[src/rtl/mem_bus_router_if.sv]
// rtl/mem_bus_router_if.sv - CPU, block RAM and MMIO signal bundle for mem_bus_router
// master: router view; slave: CPU and memory targets view.
interface mem_bus_router_if;
  logic        cpu_req;
  logic        cpu_we;
  logic        cpu_byte;
  logic [15:0] cpu_addr;
  logic [15:0] cpu_wdata;
  logic [15:0] cpu_rdata;
  logic        cpu_ready;
  logic        cpu_err;

  logic        ram_en;
  logic        ram_we;
  logic [14:0] ram_addr;
  logic [1:0]  ram_be;
  logic [15:0] ram_wdata;
  logic [15:0] ram_rdata;

  logic        mmio_en;
  logic        mmio_we;
  logic        mmio_byte_select;
  logic        mmio_byte_enable;
  logic [15:0] mmio_addr;
  logic [15:0] mmio_wdata;
  logic [15:0] mmio_rdata;
  logic        mmio_serviced_read;
  logic        mmio_wait;

  modport master (
    input  cpu_req, cpu_we, cpu_byte, cpu_addr, cpu_wdata,
    output cpu_rdata, cpu_ready, cpu_err,
    output ram_en, ram_we, ram_addr, ram_be, ram_wdata,
    input  ram_rdata,
    output mmio_en, mmio_we, mmio_byte_select, mmio_byte_enable, mmio_addr, mmio_wdata,
    input  mmio_rdata, mmio_serviced_read, mmio_wait
  );

  modport slave (
    output cpu_req, cpu_we, cpu_byte, cpu_addr, cpu_wdata,
    input  cpu_rdata, cpu_ready, cpu_err,
    input  ram_en, ram_we, ram_addr, ram_be, ram_wdata,
    output ram_rdata,
    input  mmio_en, mmio_we, mmio_byte_select, mmio_byte_enable, mmio_addr, mmio_wdata,
    output mmio_rdata, mmio_serviced_read, mmio_wait
  );
endinterface

[src/rtl/mem_bus_router.sv]
// rtl/mem_bus_router.sv - routes one CPU load/store to block RAM or MMIO by byte address
// Optional MMIO wait timeout with error reporting: define MEM_TIMEOUT_EN.
module mem_bus_router #(
  parameter logic [15:0] MMIO_BASE = 16'hFF00
`ifdef MEM_TIMEOUT_EN
  , parameter int TIMEOUT_CYCLES = 255
`endif
) (
  input logic             clk,
  input logic             rst,
  mem_bus_router_if.master bus
);

  typedef enum logic [1:0] {IDLE, ISSUE, CAPTURE, DONE} state_t;

  state_t state;
  logic   we_q;
  logic   byte_q;
  logic   lane_q;
  logic   mmio_q;
  logic   req_is_mmio;

`ifdef MEM_TIMEOUT_EN
  localparam logic [7:0] TIMEOUT_LAST = 8'(TIMEOUT_CYCLES - 1);
  logic [7:0] wait_cnt;
`endif

  assign req_is_mmio = (bus.cpu_addr >= MMIO_BASE);

  // The MMIO strobe has to react to mmio_wait within the same cycle.
  assign bus.mmio_en = (state == ISSUE) && mmio_q && !bus.mmio_wait;

`ifndef MEM_TIMEOUT_EN
  assign bus.cpu_err = 1'b0;
`endif

  always_ff @(posedge clk or posedge rst) begin
    if (rst) begin
      state                <= IDLE;
      we_q                 <= 1'b0;
      byte_q               <= 1'b0;
      lane_q               <= 1'b0;
      mmio_q               <= 1'b0;
      bus.cpu_rdata        <= 16'h0000;
      bus.cpu_ready        <= 1'b0;
      bus.ram_en           <= 1'b0;
      bus.ram_we           <= 1'b0;
      bus.ram_addr         <= 15'h0000;
      bus.ram_be           <= 2'b00;
      bus.ram_wdata        <= 16'h0000;
      bus.mmio_we          <= 1'b0;
      bus.mmio_byte_select <= 1'b0;
      bus.mmio_byte_enable <= 1'b0;
      bus.mmio_addr        <= 16'h0000;
      bus.mmio_wdata       <= 16'h0000;
`ifdef MEM_TIMEOUT_EN
      bus.cpu_err          <= 1'b0;
      wait_cnt             <= 8'h00;
`endif
    end else begin
      bus.cpu_ready <= 1'b0;
      bus.ram_en    <= 1'b0;
      case (state)
        IDLE: begin
          if (bus.cpu_req) begin
            we_q                 <= bus.cpu_we;
            byte_q               <= bus.cpu_byte;
            lane_q               <= bus.cpu_addr[0];
            mmio_q               <= req_is_mmio;
            // Target-side address/data are loaded once and held through DONE.
            bus.ram_en           <= !req_is_mmio;
            bus.ram_we           <= bus.cpu_we && !req_is_mmio;
            bus.ram_addr         <= bus.cpu_addr[15:1];
            bus.ram_be           <= !bus.cpu_byte ? 2'b11 : (bus.cpu_addr[0] ? 2'b10 : 2'b01);
            bus.ram_wdata        <= bus.cpu_byte ? {bus.cpu_wdata[7:0], bus.cpu_wdata[7:0]}
                                                 : bus.cpu_wdata;
            bus.mmio_we          <= bus.cpu_we && req_is_mmio;
            bus.mmio_byte_select <= bus.cpu_addr[0];
            bus.mmio_byte_enable <= bus.cpu_byte;
            bus.mmio_addr        <= {1'b0, bus.cpu_addr[15:1]};
            bus.mmio_wdata       <= bus.cpu_wdata;
`ifdef MEM_TIMEOUT_EN
            wait_cnt             <= 8'h00;
`endif
            state                <= ISSUE;
          end
        end
        ISSUE: begin
          if (!mmio_q || !bus.mmio_wait) begin
            if (we_q) begin
              bus.cpu_ready <= 1'b1;
              state         <= DONE;
            end else begin
              state         <= CAPTURE;
            end
          end
`ifdef MEM_TIMEOUT_EN
          else if (wait_cnt == TIMEOUT_LAST) begin
            bus.cpu_ready <= 1'b1;
            bus.cpu_err   <= 1'b1;
            bus.cpu_rdata <= 16'h0000;
            state         <= DONE;
          end else begin
            wait_cnt      <= wait_cnt + 8'd1;
          end
`endif
        end
        CAPTURE: begin
          if (mmio_q)
            bus.cpu_rdata <= bus.mmio_serviced_read ? bus.mmio_rdata : 16'h0000;
          else if (!byte_q)
            bus.cpu_rdata <= bus.ram_rdata;
          else
            bus.cpu_rdata <= {8'h00, lane_q ? bus.ram_rdata[15:8] : bus.ram_rdata[7:0]};
`ifdef MEM_TIMEOUT_EN
          bus.cpu_err   <= mmio_q && !bus.mmio_serviced_read;
`endif
          bus.cpu_ready <= 1'b1;
          state         <= DONE;
        end
        DONE: begin
`ifdef MEM_TIMEOUT_EN
          bus.cpu_err <= 1'b0;
`endif
          state <= IDLE;
        end
        default: state <= IDLE;
      endcase
    end
  end

endmodule

[src/flat_wrapper.sv]
// flat-port wrapper written by rule: the top's interface ports become plain ports
module mem_bus_router_flat 
#(
  parameter logic [15:0] MMIO_BASE = 16'hFF00

)
  (clk, rst, bus_cpu_req, bus_cpu_we, bus_cpu_byte, bus_cpu_addr, bus_cpu_wdata, bus_cpu_rdata, bus_cpu_ready, bus_cpu_err, bus_ram_en, bus_ram_we, bus_ram_addr, bus_ram_be, bus_ram_wdata, bus_ram_rdata, bus_mmio_en, bus_mmio_we, bus_mmio_byte_select, bus_mmio_byte_enable, bus_mmio_addr, bus_mmio_wdata, bus_mmio_rdata, bus_mmio_serviced_read, bus_mmio_wait);
  mem_bus_router_if bus_i ();
  input logic clk;
  input logic rst;
  input wire logic [$bits(bus_i.cpu_req)-1:0] bus_cpu_req;
  input wire logic [$bits(bus_i.cpu_we)-1:0] bus_cpu_we;
  input wire logic [$bits(bus_i.cpu_byte)-1:0] bus_cpu_byte;
  input wire logic [$bits(bus_i.cpu_addr)-1:0] bus_cpu_addr;
  input wire logic [$bits(bus_i.cpu_wdata)-1:0] bus_cpu_wdata;
  output wire logic [$bits(bus_i.cpu_rdata)-1:0] bus_cpu_rdata;
  output wire logic [$bits(bus_i.cpu_ready)-1:0] bus_cpu_ready;
  output wire logic [$bits(bus_i.cpu_err)-1:0] bus_cpu_err;
  output wire logic [$bits(bus_i.ram_en)-1:0] bus_ram_en;
  output wire logic [$bits(bus_i.ram_we)-1:0] bus_ram_we;
  output wire logic [$bits(bus_i.ram_addr)-1:0] bus_ram_addr;
  output wire logic [$bits(bus_i.ram_be)-1:0] bus_ram_be;
  output wire logic [$bits(bus_i.ram_wdata)-1:0] bus_ram_wdata;
  input wire logic [$bits(bus_i.ram_rdata)-1:0] bus_ram_rdata;
  output wire logic [$bits(bus_i.mmio_en)-1:0] bus_mmio_en;
  output wire logic [$bits(bus_i.mmio_we)-1:0] bus_mmio_we;
  output wire logic [$bits(bus_i.mmio_byte_select)-1:0] bus_mmio_byte_select;
  output wire logic [$bits(bus_i.mmio_byte_enable)-1:0] bus_mmio_byte_enable;
  output wire logic [$bits(bus_i.mmio_addr)-1:0] bus_mmio_addr;
  output wire logic [$bits(bus_i.mmio_wdata)-1:0] bus_mmio_wdata;
  input wire logic [$bits(bus_i.mmio_rdata)-1:0] bus_mmio_rdata;
  input wire logic [$bits(bus_i.mmio_serviced_read)-1:0] bus_mmio_serviced_read;
  input wire logic [$bits(bus_i.mmio_wait)-1:0] bus_mmio_wait;
  assign bus_i.cpu_req = bus_cpu_req;
  assign bus_i.cpu_we = bus_cpu_we;
  assign bus_i.cpu_byte = bus_cpu_byte;
  assign bus_i.cpu_addr = bus_cpu_addr;
  assign bus_i.cpu_wdata = bus_cpu_wdata;
  assign bus_cpu_rdata = bus_i.cpu_rdata;
  assign bus_cpu_ready = bus_i.cpu_ready;
  assign bus_cpu_err = bus_i.cpu_err;
  assign bus_ram_en = bus_i.ram_en;
  assign bus_ram_we = bus_i.ram_we;
  assign bus_ram_addr = bus_i.ram_addr;
  assign bus_ram_be = bus_i.ram_be;
  assign bus_ram_wdata = bus_i.ram_wdata;
  assign bus_i.ram_rdata = bus_ram_rdata;
  assign bus_mmio_en = bus_i.mmio_en;
  assign bus_mmio_we = bus_i.mmio_we;
  assign bus_mmio_byte_select = bus_i.mmio_byte_select;
  assign bus_mmio_byte_enable = bus_i.mmio_byte_enable;
  assign bus_mmio_addr = bus_i.mmio_addr;
  assign bus_mmio_wdata = bus_i.mmio_wdata;
  assign bus_i.mmio_rdata = bus_mmio_rdata;
  assign bus_i.mmio_serviced_read = bus_mmio_serviced_read;
  assign bus_i.mmio_wait = bus_mmio_wait;
  mem_bus_router #(.MMIO_BASE(MMIO_BASE)) u_core (.clk(clk), .rst(rst), .bus(bus_i));
endmodule
[config.mk]
export PLATFORM = sky130hd
export DESIGN_NAME = mem_bus_router_flat
export DESIGN_NICKNAME = d
export VERILOG_FILES = /design/src/rtl/mem_bus_router_if.sv /design/src/rtl/mem_bus_router.sv /design/src/flat_wrapper.sv
export SDC_FILE = /design/constraint.sdc
export NUM_CORES = 1
export LEC_CHECK = 0
export BUFFER_PORTS_ARGS = -buffer_cell sky130_fd_sc_hd__buf_2
export CORE_MARGIN = 5
export CORE_UTILIZATION = 30
export CTS_BUF_LIST = sky130_fd_sc_hd__clkbuf_8 sky130_fd_sc_hd__clkbuf_16
export DETAILED_ROUTE_END_ITERATION = 8
export SETUP_SLACK_MARGIN = 0.02
export SLEW_MARGIN = 20
export SYNTH_ARGS = -nofsm -noshare
export SYNTH_HDL_FRONTEND = slang
export SYNTH_SLANG_ARGS = --single-unit
[constraint.sdc]
create_clock -name clk -period 4.6 [get_ports clk]
set_input_delay 0.46 -clock clk [delete_from_list [all_inputs] [get_ports clk]]
set_output_delay 0.46 -clock clk [all_outputs]
set_load 0.02 [all_outputs]
==> key figures <==
Run status
  • Status: finished clean

Worst setup path
  • Slowest stage delay, CP: 0.50 ns
  • Max FO, Critical Path: 46
  • Delay-heaviest family, CP: buffers and inverters
  • Critical Path Source Type: register
  • Worst Path Buf+Inv: 2
  • Critical Path RT: 4.82 ns
  • Slowest library cell on the worst path: buf_4
  • WP data arrival: 2.21 ns
  • CP Capture Type: register
  • Setup CP Type: register to register
  • Cell breakdown of the critical path: inv_1 -> ha_1 -> nand2_2 -> buf_4 -> mux2_2

Timing
  • Fmax: 503 MHz
  • Final Hold Fails: 0
  • Setup TNS: 0 ns
  • Hold Slack: 0.341 ns
  • Max-slew violation count: 0
  • Slew margin rel.: 0.429
  • Minimum clock period: between 1.5 and 2 ns
  • Period utilisation layout: 0.432
  • RSZ-0062 raised after global routing: false
  • Tightest Pin Transition: between 0.8 and 0.9 ns
  • Fin Clk Skew: 0.00997 ns
  • Final setup viols: 0

Drt
  • DRT Pass-1 Iters: 4
  • Average wire per standard cell: ~14 um
  • Vias per cell: between 4 and 5
  • Initial DRC count: 171
  • Via count: 2353
  • DRC: 0
  • WL final: 7560 um
  • Post-route ant nets: 0

Synth
  • Most frequent cell after synthesis: dfrtp_1
  • Synth top area cells: dfrtp_1 54%, mux2_2 12%, buf_4 6.3%
  • Most common flop cell mapped by yosys: dfrtp_1
  • Gate Count Post-Synth: between 200 and 300
  • Register bit total from synthesis: 67
  • Syn Area/Cell: approximately 12 sq um
  • Post-synthesis sequential area ratio: 0.542
  • Top cell type's share of synthesized area: 0.542
  • YS warnings: 0
  • Synth async-reset ratio: 1.00
  • Synth cell count leaders: 67 x dfrtp_1, 33 x mux2_2, 26 x buf_4, 17 x nand2_1, 16 x mux2i_1
  • Area leader, netlist: dfrtp_1
  • Number of synthesized flops with an enable pin: 0
  • Synth unique cells: 34
  • Mapped Area: ~3100 sq um

Layout
  • N_diodes: 0
  • Non-Filler Instances: 534
  • Fill count: between 1k and 1.5k
  • Ratio of cells with drive above 1 in the final layout: 0.538
  • Fin nets: 468
  • Syn-to-layout area delta: 29.6%
  • Post-layout util: 0.394

Min path
  • Hold Crit Class: input pin to register

Clock tree
  • Post-CTS Setup Bufs: 0
  • Root buffer cell: clkbuf_8
  • Clk_lat worst skew: about 0.34 ns
  • Clk buf depth: 2
  • Clock transition at path regs: 0.08 ns
  • Inserted Clock Buffers: 9
  • Hold buffer count at cts: 0
  • CTS tree: built
  • CTS resizes: 0
  • H-tree depth: 3
  • Clk sink count: 67

Global routing
  • Wire length of the first global-routing pass: about 12000 um
  • Pin count of the biggest net entering global routing: 68
  • Initial antenna violation count: 0
  • Aggregate global routing overflow: 0
  • GRT Total Usage: 0.124
  • Vias in the first global route: between 2k and 2.5k

Power and ir drop
  • Pwr dens: about 770 nW/um^2
  • Switching share of power: 0.429
  • Clock power share: 0.179
  • Internal: 1770 uW
  • Psw: 1330 uW
  • Sequential Power Share: 0.337
  • Combinational Power Share: 0.484
  • Pleak: 0.00207 uW
  • VDD IR max: between 200 and 300 uV
  • Total power: 3100 uW

Flow run
  • Max-cap violations: 0

Placed design
  • Post-DP HPWL: 5730 um
  • Placed cell count: 518
  • IO buf count: 157
  • Gpl congestion: 0.804

Floorplanning
  • Core area: 10200 sq um
  • Die Ht: 112 um
  • Die footprint: between 10000 and 15000 sq um
  • Initial Util: 0.304
  • Die width: 112 um
  • Core Rows: 37
  • Io pins: 160
==> cells in the final DEF, fill, tap and decap left out, drive strengths merged <==
| cell type | count |
|---|---|
| a31o | 1 |
| nand3 | 10 |
| dfrtp | 67 |
| nand2b | 2 |
| nor2b | 1 |
| a21oi | 11 |
| nor3b | 1 |
| clkinvlp | 2 |
| inv | 11 |
| mux2i | 16 |
| o221ai | 8 |
| a22oi | 8 |
| a21o | 1 |
| buf | 159 |
| nor2 | 12 |
| o21ai | 10 |
| a32oi | 1 |
| conb | 2 |
| o21a | 1 |
| and2 | 1 |
| nand4 | 2 |
| clkbuf | 10 |
| ha | 4 |
| o31ai | 1 |
| nand2 | 17 |
| clkinv | 2 |
| o211ai | 1 |
| bufinv | 2 |
| mux2 | 34 |
==> metrics by stage <==
step           setup slack (ns)  instance area, sq um
3_3_place_gp               2.65                  3780
4_1_cts                    2.54                  4010
3_5_place_dp               2.56                  3780
6_report                   2.61                  4010
2_1_floorplan              2.46                  3100
5_1_grt                    2.46                  4010
==> layout make-up <==
class,instances,area [sq um],share of cell area
Clock buffer,10,138,0.0343
Clock inverter,6,88.8,0.0221
Inverter,11,41.3,0.0103
Multi-Input combinational cell,145,1100,0.273
Sequential cell,67,1680,0.418
Tap cell,136,170,0.0424
Timing Repair Buffer,159,801,0.200
==> power by group through the flow <==
stage,logic [uW],clock network (uW),registers [uW]
finish,1500,553,1040
floorplan,821,0,1380
global route,1630,602,1090
global placement,1500,0,1050
CTS,1530,582,1050
detailed placement,1520,0,1060
==> cells by family (layout without fill, tap and decap cells) <==
kind of cell,after synthesis,in the layout,share of synthesized area
buf+inv,50,186,0.107
mux,50,50,0.175
flops,67,67,0.542
compound gates,43,43,0.0914
fa+ha+maj,4,4,0.0162
simple gates,46,46,0.0675
other cells,1,2,0.00121
==> registers in the layout, summed over array words and instances (netlist names) <==
signal / flops
u_core.bus.cpu_rdata: 16
u_core.bus.cpu_ready: 1
u_core.bus.mmio_byte_enable: 1
u_core.bus.mmio_byte_select: 1
u_core.bus.mmio_wdata: 16
u_core.bus.mmio_we: 1
u_core.bus.ram_addr: 15
u_core.bus.ram_be: 2
u_core.bus.ram_en: 1
u_core.bus.ram_wdata: 8
u_core.bus.ram_we: 1
u_core.mmio_q: 1
u_core.state: 2
u_core.we_q: 1
==> final timing paths <==
kind	start	to	slack, ns	cells past startpoint
worst max-delay path	u_core.state[0]$_DFFE_PP0P_	u_core.bus.mmio_wdata[5]$_DFFE_PP0P_	2.61	5
worst min-delay path	bus_cpu_addr[5]	u_core.bus.ram_addr[4]$_DFFE_PP0P_	0.34	2
worst max register to register	u_core.state[0]$_DFFE_PP0P_	u_core.bus.mmio_wdata[5]$_DFFE_PP0P_	2.61	5
worst min register to register	u_core.bus.ram_be[0]$_DFFE_PP0P_	u_core.bus.ram_be[0]$_DFFE_PP0P_	0.48	1
max in group asynchronous	rst	u_core.bus.mmio_wdata[15]$_DFFE_PP0P_	3.66	3
min in group asynchronous	rst	u_core.bus.cpu_rdata[15]$_DFFE_PP0N_	0.35	3
==> metal layers <==
metal | part of all wire | GRT usage | vias to the layer above
li1 | - | - | 1150
met1 | 0.42 | 0.155 | 1095
met2 | 0.48 | 0.194 | 94
met3 | 0.081 | 0.0424 | 14
met4 | 0.019 | 0.0535 | 0
met5 | 0 | 0 | -
Note: power is estimated with default switching activity, not from simulation.
